File: src/rtl/load_unit_pkg.sv
// Shared load-unit definitions: load operation codes, FSM state encoding and the state type.
// Load codes follow the RISC-V funct3 layout so the decoder can pass funct3 through unchanged.
package load_unit_pkg;

  localparam int LOAD_OP_WIDTH = 3;

  localparam logic [LOAD_OP_WIDTH-1:0] LOAD_OP_LB  = 3'b000;
  localparam logic [LOAD_OP_WIDTH-1:0] LOAD_OP_LH  = 3'b001;
  localparam logic [LOAD_OP_WIDTH-1:0] LOAD_OP_LW  = 3'b010;
  localparam logic [LOAD_OP_WIDTH-1:0] LOAD_OP_LBU = 3'b100;
  localparam logic [LOAD_OP_WIDTH-1:0] LOAD_OP_LHU = 3'b101;

  localparam logic [1:0] LU_IDLE  = 2'd0;
  localparam logic [1:0] LU_REQ   = 2'd1;
  localparam logic [1:0] LU_RESP  = 2'd2;
  localparam logic [1:0] LU_FAULT = 2'd3;

  typedef enum logic [1:0] {
    ST_IDLE  = LU_IDLE,
    ST_REQ   = LU_REQ,
    ST_RESP  = LU_RESP,
    ST_FAULT = LU_FAULT
  } lu_state_e;

endpackage

File: src/rtl/load_extend.sv
// Combinational byte/halfword/word selection and sign/zero extension of a fetched bus word.
// Kept standalone so the AMO path can share it; unknown op codes behave as LB.
module load_extend
  import load_unit_pkg::*;
(
  input  logic [LOAD_OP_WIDTH-1:0] op,
  input  logic [1:0]               off,
  input  logic [31:0]              word,
  output logic [31:0]              result
);

  logic [7:0]  w_byte;
  logic [15:0] w_half;

  always_comb begin
    w_byte = word[7:0];
    case (off)
      2'd1:    w_byte = word[15:8];
      2'd2:    w_byte = word[23:16];
      2'd3:    w_byte = word[31:24];
      default: w_byte = word[7:0];
    endcase
    w_half = off[1] ? word[31:16] : word[15:0];

    result = {{24{w_byte[7]}}, w_byte};
    case (op)
      LOAD_OP_LW:  result = word;
      LOAD_OP_LH:  result = {{16{w_half[15]}}, w_half};
      LOAD_OP_LHU: result = {16'h0000, w_half};
      LOAD_OP_LBU: result = {24'h000000, w_byte};
      default:     result = {{24{w_byte[7]}}, w_byte};
    endcase
  end

endmodule

File: src/rtl/load_unit.sv
// Load execution stage: word read over a valid/ready bus, then byte/half/word extraction.
// Reports completion, misalignment or bus timeout as one-cycle pulses to the core control.
module load_unit
  import load_unit_pkg::*;
#(
  parameter int TIMEOUT_CYCLES = 0,
  parameter int CNT_WIDTH      = 16
) (
  input  logic                     clk,
  input  logic                     resetn,
  input  logic                     start,
  input  logic [LOAD_OP_WIDTH-1:0] LOADop,
  input  logic                     is_load_unaligned,
  input  logic [31:0]              addr,
  output logic                     mem_valid,
  output logic [31:0]              mem_addr,
  input  logic                     mem_ready,
  input  logic [31:0]              mem_rdata,
  output logic [31:0]              rd_data,
  output logic                     done,
  output logic                     misaligned,
  output logic                     access_fault,
  output logic                     busy
);

  localparam bit TO_EN = (TIMEOUT_CYCLES != 0);
  localparam logic [CNT_WIDTH-1:0] LIMIT =
    (TIMEOUT_CYCLES == 0) ? '0 : CNT_WIDTH'(TIMEOUT_CYCLES - 1);

  lu_state_e                r_state;
  lu_state_e                w_next_state;
  logic [LOAD_OP_WIDTH-1:0] r_op;
  logic [1:0]               r_off;
  logic [31:0]              r_mem_addr;
  logic [31:0]              r_rd_data;
  logic [CNT_WIDTH-1:0]     r_cnt;
  logic                     r_access_fault;
  logic [31:0]              w_ext;
  logic                     w_accept;
  logic                     w_handshake;
  logic                     w_timeout;

  load_extend u_extend (
    .op     (r_op),
    .off    (r_off),
    .word   (mem_rdata),
    .result (w_ext)
  );

  assign w_accept    = (r_state == ST_IDLE) && start && !is_load_unaligned;
  assign w_handshake = (r_state == ST_REQ) && mem_ready;
  // A handshake in the limit cycle takes priority over the timeout.
  assign w_timeout   = TO_EN && (r_state == ST_REQ) && !mem_ready && (r_cnt == LIMIT);

  always_comb begin
    w_next_state = r_state;
    case (r_state)
      ST_IDLE: begin
        if (start) w_next_state = is_load_unaligned ? ST_FAULT : ST_REQ;
      end
      ST_REQ: begin
        if (w_handshake)    w_next_state = ST_RESP;
        else if (w_timeout) w_next_state = ST_IDLE;
      end
      ST_RESP:  w_next_state = ST_IDLE;
      ST_FAULT: w_next_state = ST_IDLE;
      default:  w_next_state = ST_IDLE;
    endcase
  end

  always_ff @(posedge clk) begin
    if (!resetn) begin
      r_state        <= ST_IDLE;
      r_op           <= '0;
      r_off          <= '0;
      r_mem_addr     <= '0;
      r_rd_data      <= '0;
      r_cnt          <= '0;
      r_access_fault <= 1'b0;
    end else begin
      r_state        <= w_next_state;
      r_access_fault <= w_timeout;
      if (w_accept) begin
        r_op       <= LOADop;
        r_off      <= addr[1:0];
        r_mem_addr <= {addr[31:2], 2'b00};
        r_cnt      <= '0;
      end else if (w_handshake) begin
        r_rd_data <= w_ext;
      end else if ((r_state == ST_REQ) && !w_timeout) begin
        r_cnt <= r_cnt + CNT_WIDTH'(1);
      end
    end
  end

  assign mem_valid    = (r_state == ST_REQ);
  assign mem_addr     = r_mem_addr;
  assign rd_data      = r_rd_data;
  assign done         = (r_state == ST_RESP);
  assign misaligned   = (r_state == ST_FAULT);
  assign access_fault = r_access_fault;
  assign busy         = (r_state != ST_IDLE);

endmodule

File: config.mk
export PLATFORM = sky130hd
export DESIGN_NAME = load_unit
export DESIGN_NICKNAME = d
export VERILOG_FILES = /design/src/rtl/load_unit_pkg.sv /design/src/rtl/load_extend.sv /design/src/rtl/load_unit.sv
export SDC_FILE = /design/constraint.sdc
export NUM_CORES = 1
export LEC_CHECK = 0
export ABC_CLOCK_PERIOD_IN_PS = 1700
export BUFFER_PORTS_ARGS = -buffer_cell sky130_fd_sc_hd__buf_2
export CORE_MARGIN = 5
export CORE_UTILIZATION = 47
export CTS_BUF_LIST = sky130_fd_sc_hd__clkbuf_16
export DETAILED_ROUTE_END_ITERATION = 7
export PLACE_DENSITY = 0.86
export SKIP_LAST_GASP = 1
export SYNTH_ARGS = -nofsm -noshare
export SYNTH_HDL_FRONTEND = slang
export SYNTH_SLANG_ARGS = --single-unit
File: constraint.sdc
create_clock -name clk -period 1.7 [get_ports clk]
set_input_delay 0.085 -clock clk [delete_from_list [all_inputs] [get_ports clk]]
set_output_delay 0.085 -clock clk [all_outputs]
set_load 0.05 [all_outputs]
==> results of run 1 <==
==> repair_timing <==
action                                  CTS  global route
resized for setup                         0             0
endpoints found under the setup margin    0            10
hold endpoints to repair                 16             0
hold buffers                             16             0
==> where the power goes <==
part           switching (W)  internal (W)  leakage, nW  total (W)
Combinational       0.000666      0.000319         1.28   0.000985
Sequential         0.0000573       0.00171        0.563    0.00177
Clock               0.000656      0.000948        0.127    0.00160
Total                0.00138       0.00298         1.97    0.00436
==> cells by family (layout without fill, tap and decap cells) <==
| group | Yosys count | after routing |
|---|---|---|
| AO/OA/AOI/OAI | 127 | 127 |
| AND/OR/NAND/NOR | 114 | 114 |
| flip-flops | 69 | 69 |
| buffers and inverters | 36 | 184 |
| multiplexers | 16 | 16 |
| other | 1 | 3 |
==> final timing paths <==
kind                            cells past startpoint            to    startpoint  slack, ps
worst max-delay path                                3   rd_data[24]      r_off[1]        100
worst min-delay path                                3  mem_addr[12]      addr[12]         -4
worst max register to register                      3   rd_data[24]      r_off[1]        100
worst min register to register                      2  mem_addr[25]  mem_addr[25]        450
==> cell usage in the layout (no fill, tap or decap), types with 3 or more instances in the layout <==
cell type	count
buf_2	137
nand2_1	87
dfxtp_1	69
o21ai_0	40
a21boi_1	30
a31oi_1	24
a21oi_1	17
dlygate4sd3_1	16
buf_4	15
clkbuf_16	9
mux2_2	8
a221oi_1	8
nand3_1	8
mux4_1	6
a21boi_0	5
nor2b_1	3
conb_1	3
==> routing by layer <==
layer | vias up | wire, µm | global-route usage, %
li1 | 1586 | - | -
met2 | 206 | 4840 | 37.2
met4 | 0 | 454 | 12.2
met5 | - | 0 | 0
met3 | 45 | 846 | 5.52
met1 | 1590 | 3840 | 27.1
==> cell type report <==
class / count / area [µm²] / share of cell area, %
flip-flops and latches: 69 / 1380 / 31.7
clock inverters: 5 / 21.3 / 0.489
well taps: 80 / 100 / 2.30
inverters: 1 / 3.75 / 0.0862
repair buffers: 169 / 978 / 22.5
clock buffers: 9 / 225 / 5.17
multi-input cells: 260 / 1640 / 37.8
==> registers in the layout, indices dropped and copies added, names as in the netlist <==
name,flops
r_op,3
rd_data,32
r_state,2
mem_addr,30
r_off,2
==> worst min-delay path: cells and delay by family <==
family	cells	cell delay [ps]
compound gates	1	50
buf+inv	1	90
simple gates	1	40
==> through the flow <==
stage	power (W)	area (µm²)	worst slack [ps]	hold WS (ps)	cells
5_1_grt	0.00452	4350	1.36	0.476	593
4_1_cts	0.00436	4350	87.0	0.547	593
6_report	0.00436	4350	101	-3.91	593
3_3_place_gp	0.00273	3950	176	322	563
3_5_place_dp	0.00275	3950	84.9	330	563
2_1_floorplan	0.00248	3240	238	220	365
==> reports/results.txt, run 1 <==
Predominant post-synthesis flop cell: dfxtp_1
Syn Std Cell Area: 0.00323 mm²
Status: finished with violations
TritonCTS clock tree: done
Num ports: 141
Post-Syn Area per Cell: 8.89 µm²
Tcrit/Tclk final: 94.1%
Post-synth top area cell: dfxtp_1
Ant diodes: 0
Crit path capture type: register
Largest family of logic cells by synthesized area: compound AO/OA/AOI/OAI gates
Mux cell area share after synthesis: 9.07%
Fillers: 544
Final-report max-slew violation count: 0
Sink Count: 69
Leakage: 1.97 nW
Die Ht: 92.9 µm
Vias: 3427
FFs w/ async S/R, synth: 0%
CTS max path bufs: 2
Post-synth EDFFs: 0
WP data arrival: 1770 ps
Post-synthesis adder-cell area fraction: 0%
Failing checks: negative hold slack
Clock latency on the worst-skew pair: 330 ps
Clock transition at path regs: 50 ps
Slowest CP cell: dfxtp_1
Slew headroom: 58.4%
Final hold violation count: 2
#FFs+latches synth: 69
Vias per inst: 5.78
Netlist cell types: 35
GRT Residual Overflow: 0
Initial antenna violation count: 0
Crit path largest cell delay: 440 ps
Clock Skew: 5.58 ps
Die area: 0.00863 mm²
PD cells: 1000 mW/mm²
Top post-synthesis cells by area: dfxtp_1 43%, nand2_1 10%, a21boi_1 7.0%
Max VDD drop: 0.554 mV
Max-Cap Viols: 0
Most frequent cell after synthesis: nand2_1
Compound-gate portion of the synthesized area: 25.2%
Die Width: 92.9 µm
Synth Area in XOR/XNOR: 0%
First-pass GRT wire length: 15500 µm
Post-route ant nets: 0
Synth Warn #: 0
Synth Area in Simple Gates: 16.3%
Post-DR wirelength/cell: 16.8 µm
Pin slew with the least headroom to its limit: 622 ps
Share of layout cells above drive strength 1: 35.3%
H-tree levels: 3
Largest net degree at the start of global routing: 38
Routed WL: 9980 µm
Final nets: 582
Num CTS Buffers: 9
DRT Pass-1 Iters: 5
Vias in the first global route: 3233
Commonest cells post-synth: 87 x nand2_1, 69 x dfxtp_1, 40 x o21ai_0, 30 x a21boi_1, 24 x a31oi_1
Post-Route Setup TNS: 0 ps
Crit path kind: register to register
Drt first-iter violations: 216
CP required: 1870 ps
Rows: 30
Dpl hpwl: 6900 µm
Bufs and invs on worst path: 0
Seq/Total Area, Yosys: 42.8%
F_max: 625 MHz
Buffers on Ports: 137
GPL Wtd Cong: 0.842
Initial Util: 47.8%
Worst hold path class: input port to register
Post-CTS Setup Inserts: 0
Area share of the largest cell type after synthesis: 42.8%
Cell chain of the critical path: mux2_2 -> a31oi_4 -> a31oi_1
Worst Path Max Fanout: 16
RSZ-0062 raised after global routing: no
Finished Core Util: 64.4%
Core Area: 0.00676 mm²
Remaining DRCs: 0
Critical path startpoint category: register
Post-Synthesis Cells: 363
Final setup vio count: 0
Crit-path leading delay family: compound AO/OA/AOI/OAI gates
Final hold slack: -3.91 ps
GRT Resource Usage Total: 22.6%
Root buffer cell: clkbuf_16
Min cycle time layout: 1600 ps
Synth-to-layout area growth: 34.9%
Note: power is estimated with default switching activity, not from simulation.
==> run 2, diff against run 1 <==
--- a/config.mk
+++ b/config.mk
@@ -8,11 +8,12 @@
 export ABC_CLOCK_PERIOD_IN_PS = 1700
 export BUFFER_PORTS_ARGS = -buffer_cell sky130_fd_sc_hd__buf_2
 export CORE_MARGIN = 5
-export CORE_UTILIZATION = 47
+export CORE_UTILIZATION = 48
 export CTS_BUF_LIST = sky130_fd_sc_hd__clkbuf_16
 export DETAILED_ROUTE_END_ITERATION = 7
-export PLACE_DENSITY = 0.86
+export PLACE_DENSITY = 0.79
 export SKIP_LAST_GASP = 1
 export SYNTH_ARGS = -nofsm -noshare
 export SYNTH_HDL_FRONTEND = slang
+export SYNTH_HIERARCHICAL = 1
 export SYNTH_SLANG_ARGS = --single-unit
==> reports/results.txt, run 2 <==
Synth Area in Simple Gates: 19.2% (+2.9 points)
Post-route ant nets: 0 (unchanged)
Crit path kind: register to register
Slowest CP cell: dfxtp_4
Ant diodes: 0 (unchanged)
Clock Skew: 7.25 ps (+1.67 ps)
Initial Util: 49.2% (+1.4 points)
Root buffer cell: clkbuf_16
Final non-filler cell total: 641 (+8.1%)
Sink Count: 69 (unchanged)
Num CTS Buffers: 9 (unchanged)
Post-Synthesis Cells: 404 (+11%)
Vias: 3259 (-4.9%)
Synth Area in XOR/XNOR: 0.245% (+0.25 points)
RSZ-0062 raised after global routing: yes
Commonest cells post-synth: 137 x nand2_1, 74 x mux2i_1, 69 x dfxtp_1, 16 x a21o_1, 14 x clkbuf_1
Cell chain of the critical path: buf_6 -> mux2i_4 -> a21oi_4 -> o221a_4 -> a21o_1 -> nand2_1 -> mux2i_1
First-pass GRT wire length: 14800 µm (-5.1%)
Largest register FFs: 32 (unchanged)
Largest family of logic cells by synthesized area: multiplexers
Clk network pwr share: 37.3% (+0.5 points)
Post-Syn Area per Cell: 8.83 µm² (-0.68%)
Rows: 31 (+3.3%)
Synth-to-layout area growth: 31.3%
Setup Slack @ Placement: -27.9 ps (-113 ps)
Final nets: 609 (+4.6%)
Initial antenna violation count: 0 (unchanged)
GRT Resource Usage Total: 20.2% (-2.4 points)
Switch share: 31.9% (+0.32 points)
H-tree levels: 3 (unchanged)
Post-synth top area cell: dfxtp_1
CP required: 1900 ps (+30 ps)
Die Ht: 96.2 µm (+3.6%)
Dpl hpwl: 6870 µm (-0.45%)
Worst hold path class: input port to register
Core Area: 0.00725 mm² (+7.4%)
Compound-gate portion of the synthesized area: 11.5% (-14 points)
Post-synthesis adder-cell area fraction: 0% (unchanged)
Vias in the first global route: 3180 (-1.6%)
Syn Std Cell Area: 0.00357 mm² (+11%)
Mux cell area share after synthesis: 22.8% (+14 points)
WP data arrival: 1850 ps (+80 ps)
Post-CTS Setup Inserts: 0 (unchanged)
#FFs+latches synth: 69 (unchanged)
Die Width: 96.2 µm (+3.6%)
Leakage: 2.21 nW (+12%)
Die area: 0.00926 mm² (+7.3%)
Remaining DRCs: 0 (unchanged)
FFs w/ async S/R, synth: 0% (unchanged)
Drt first-iter violations: 161 (-25%)
Netlist cell types: 34 (-2.9%)
Top post-synthesis cells by area: dfxtp_1 39%, mux2i_1 21%, nand2_1 14%
Pin slew with the least headroom to its limit: 544 ps (-77.5 ps)
Crit path largest cell delay: 380 ps (-60 ps)
Hold_sp: addr[12]
Slew headroom: 63.6% (+5.2 points)
DRT Pass-1 Iters: 4 (-1)
GPL Wtd Cong: 0.865 (+2.7%)
Post-DR wirelength/cell: 14.9 µm (-12%)
Num ports: 141 (unchanged)
Max VDD drop: 0.514 mV (-7.2%)
Share of layout cells above drive strength 1: 33.9% (-1.3 points)
TritonCTS clock tree: done
Sequential cell fraction of total power: 38.6% (-2.0 points)
Cell Int Power: 0.00310 W (+3.9%)
Final-report max-slew violation count: 0 (unchanged)
Clock transition at path regs: 60 ps (about the same)
GRT Residual Overflow: 0 (unchanged)
Comb pwr share: 24.1% (+1.5 points)
Most frequent cells in the layout: 136 x nand2_1, 136 x buf_2, 73 x mux2i_1
Buffers on Ports: 137 (unchanged)
Worst Path Max Fanout: 8 (-8)
CP startpoint: r_off[1]
Synth Warn #: 6 (+6)
Vias per inst: 5.08 (-12%)
Final setup vio count: 0 (unchanged)
Seq/Total Area, Yosys: 38.7% (-4.1 points)
Predominant post-synthesis flop cell: dfxtp_1
Critical R2R Launch: r_off[1]
Crit-path leading delay family: compound AO/OA/AOI/OAI gates
Status: complete, no violations
Clock latency on the worst-skew pair: 320 ps (about the same)
F_max: 608 MHz (-2.8%)
Post-synth EDFFs: 0 (unchanged)
Bufs and invs on worst path: 1 (+1)
Min cycle time layout: 1650 ps (+46.1 ps)
Largest net degree at the start of global routing: 70 (+84%)
Routed WL: 9530 µm (-4.5%)
Max-Cap Viols: 0 (unchanged)
Most frequent cell after synthesis: nand2_1
Placed cell count: 619 (+9.9%)
Psw: 0.00145 W (+5.5%)
PD cells: 972 mW/mm² (-3.0%)
Tcrit/Tclk final: 96.8% (+2.7 points)
Critical path startpoint category: register
Area share of the largest cell type after synthesis: 38.7% (-4.1 points)
Setup ws final: 54.7 ps (-46.1 ps)
Final hold violation count: 0 (-2)
CTS max path bufs: 2 (unchanged)
Crit path capture type: register
==> run 2: metal layers <==
layer | up-vias | part of all wire (%) | GRT usage [%] | wire length (µm)
met4 | 0 | 1.9 | 9.36 | 185
met2 | 105 | 50 | 34.0 | 4740
li1 | 1641 | - | - | -
met3 | 16 | 6.7 | 4.30 | 639
met1 | 1497 | 42 | 24.6 | 3970
met5 | - | 0 | 0 | 0
==> run 2: stage by stage <==
step,instance area [µm²],setup TNS (ps),hold slack (ps),utilization [%],total power [W]
finish,4680,0,6.07,64.6,0.00455
global placement,4290,0,332,59.1,0.00282
CTS,4610,0,0.297,63.6,0.00456
detailed placement,4290,-134,341,59.1,0.00284
global route,4680,-56.4,12.5,64.6,0.00476
floorplan,3580,0,227,-,0.00259
==> run 2: final timing paths <==
| kind | endpoint | slack, ps | cells after the start |
|---|---|---|---|
| max | rd_data[27] | 50 | 7 |
| min | mem_addr[12] | 6 | 3 |
| max reg2reg | rd_data[27] | 50 | 7 |
| min reg2reg | rd_data[22] | 450 | 2 |
==> run 2: repair_timing <==
item | in CTS | in global routing
gates resized for setup | 1 | 15
setup endpoints to repair | 16 | 21
hold buffers | 5 | 0
hold endpoints to repair | 5 | 0
pin swaps | 0 | 4
gates cloned | 0 | 1
==> run 2: cell families after synthesis <==
group | count (synthesis)
other | 1
DFF | 69
xor gates and xnor gates | 1
buffers and inverters | 39
and+or+nand+nor | 165
AOI/OAI and AO/OA | 51
muxes | 78
==> run 2: worst min-delay path: cells and delay by family <==
| kind | cells | cell delay [ps] |
|---|---|---|
| buf+inv | 1 | 90 |
| simple gates | 1 | 40 |
| mux | 1 | 60 |
==> run 2: power by group through the flow <==
stage | logic (W) | registers [W] | clock network [W]
2_1_floorplan | 0.000547 | 0.00204 | 0
3_3_place_gp | 0.00103 | 0.00179 | 0
3_5_place_dp | 0.00105 | 0.00179 | 0
4_1_cts | 0.00106 | 0.00176 | 0.00174
5_1_grt | 0.00118 | 0.00177 | 0.00181
6_report | 0.00110 | 0.00176 | 0.00170
==> run 2: cell type report <==
type / instances / area, µm²
clock inverters: 7 / 48.8
clock buffers: 9 / 225
well taps: 99 / 124
fillers: 632 / 2570
flip-flops and latches: 69 / 1390
repair buffers: 154 / 882
inverters: 4 / 15.0
multi-input cells: 299 / 2000
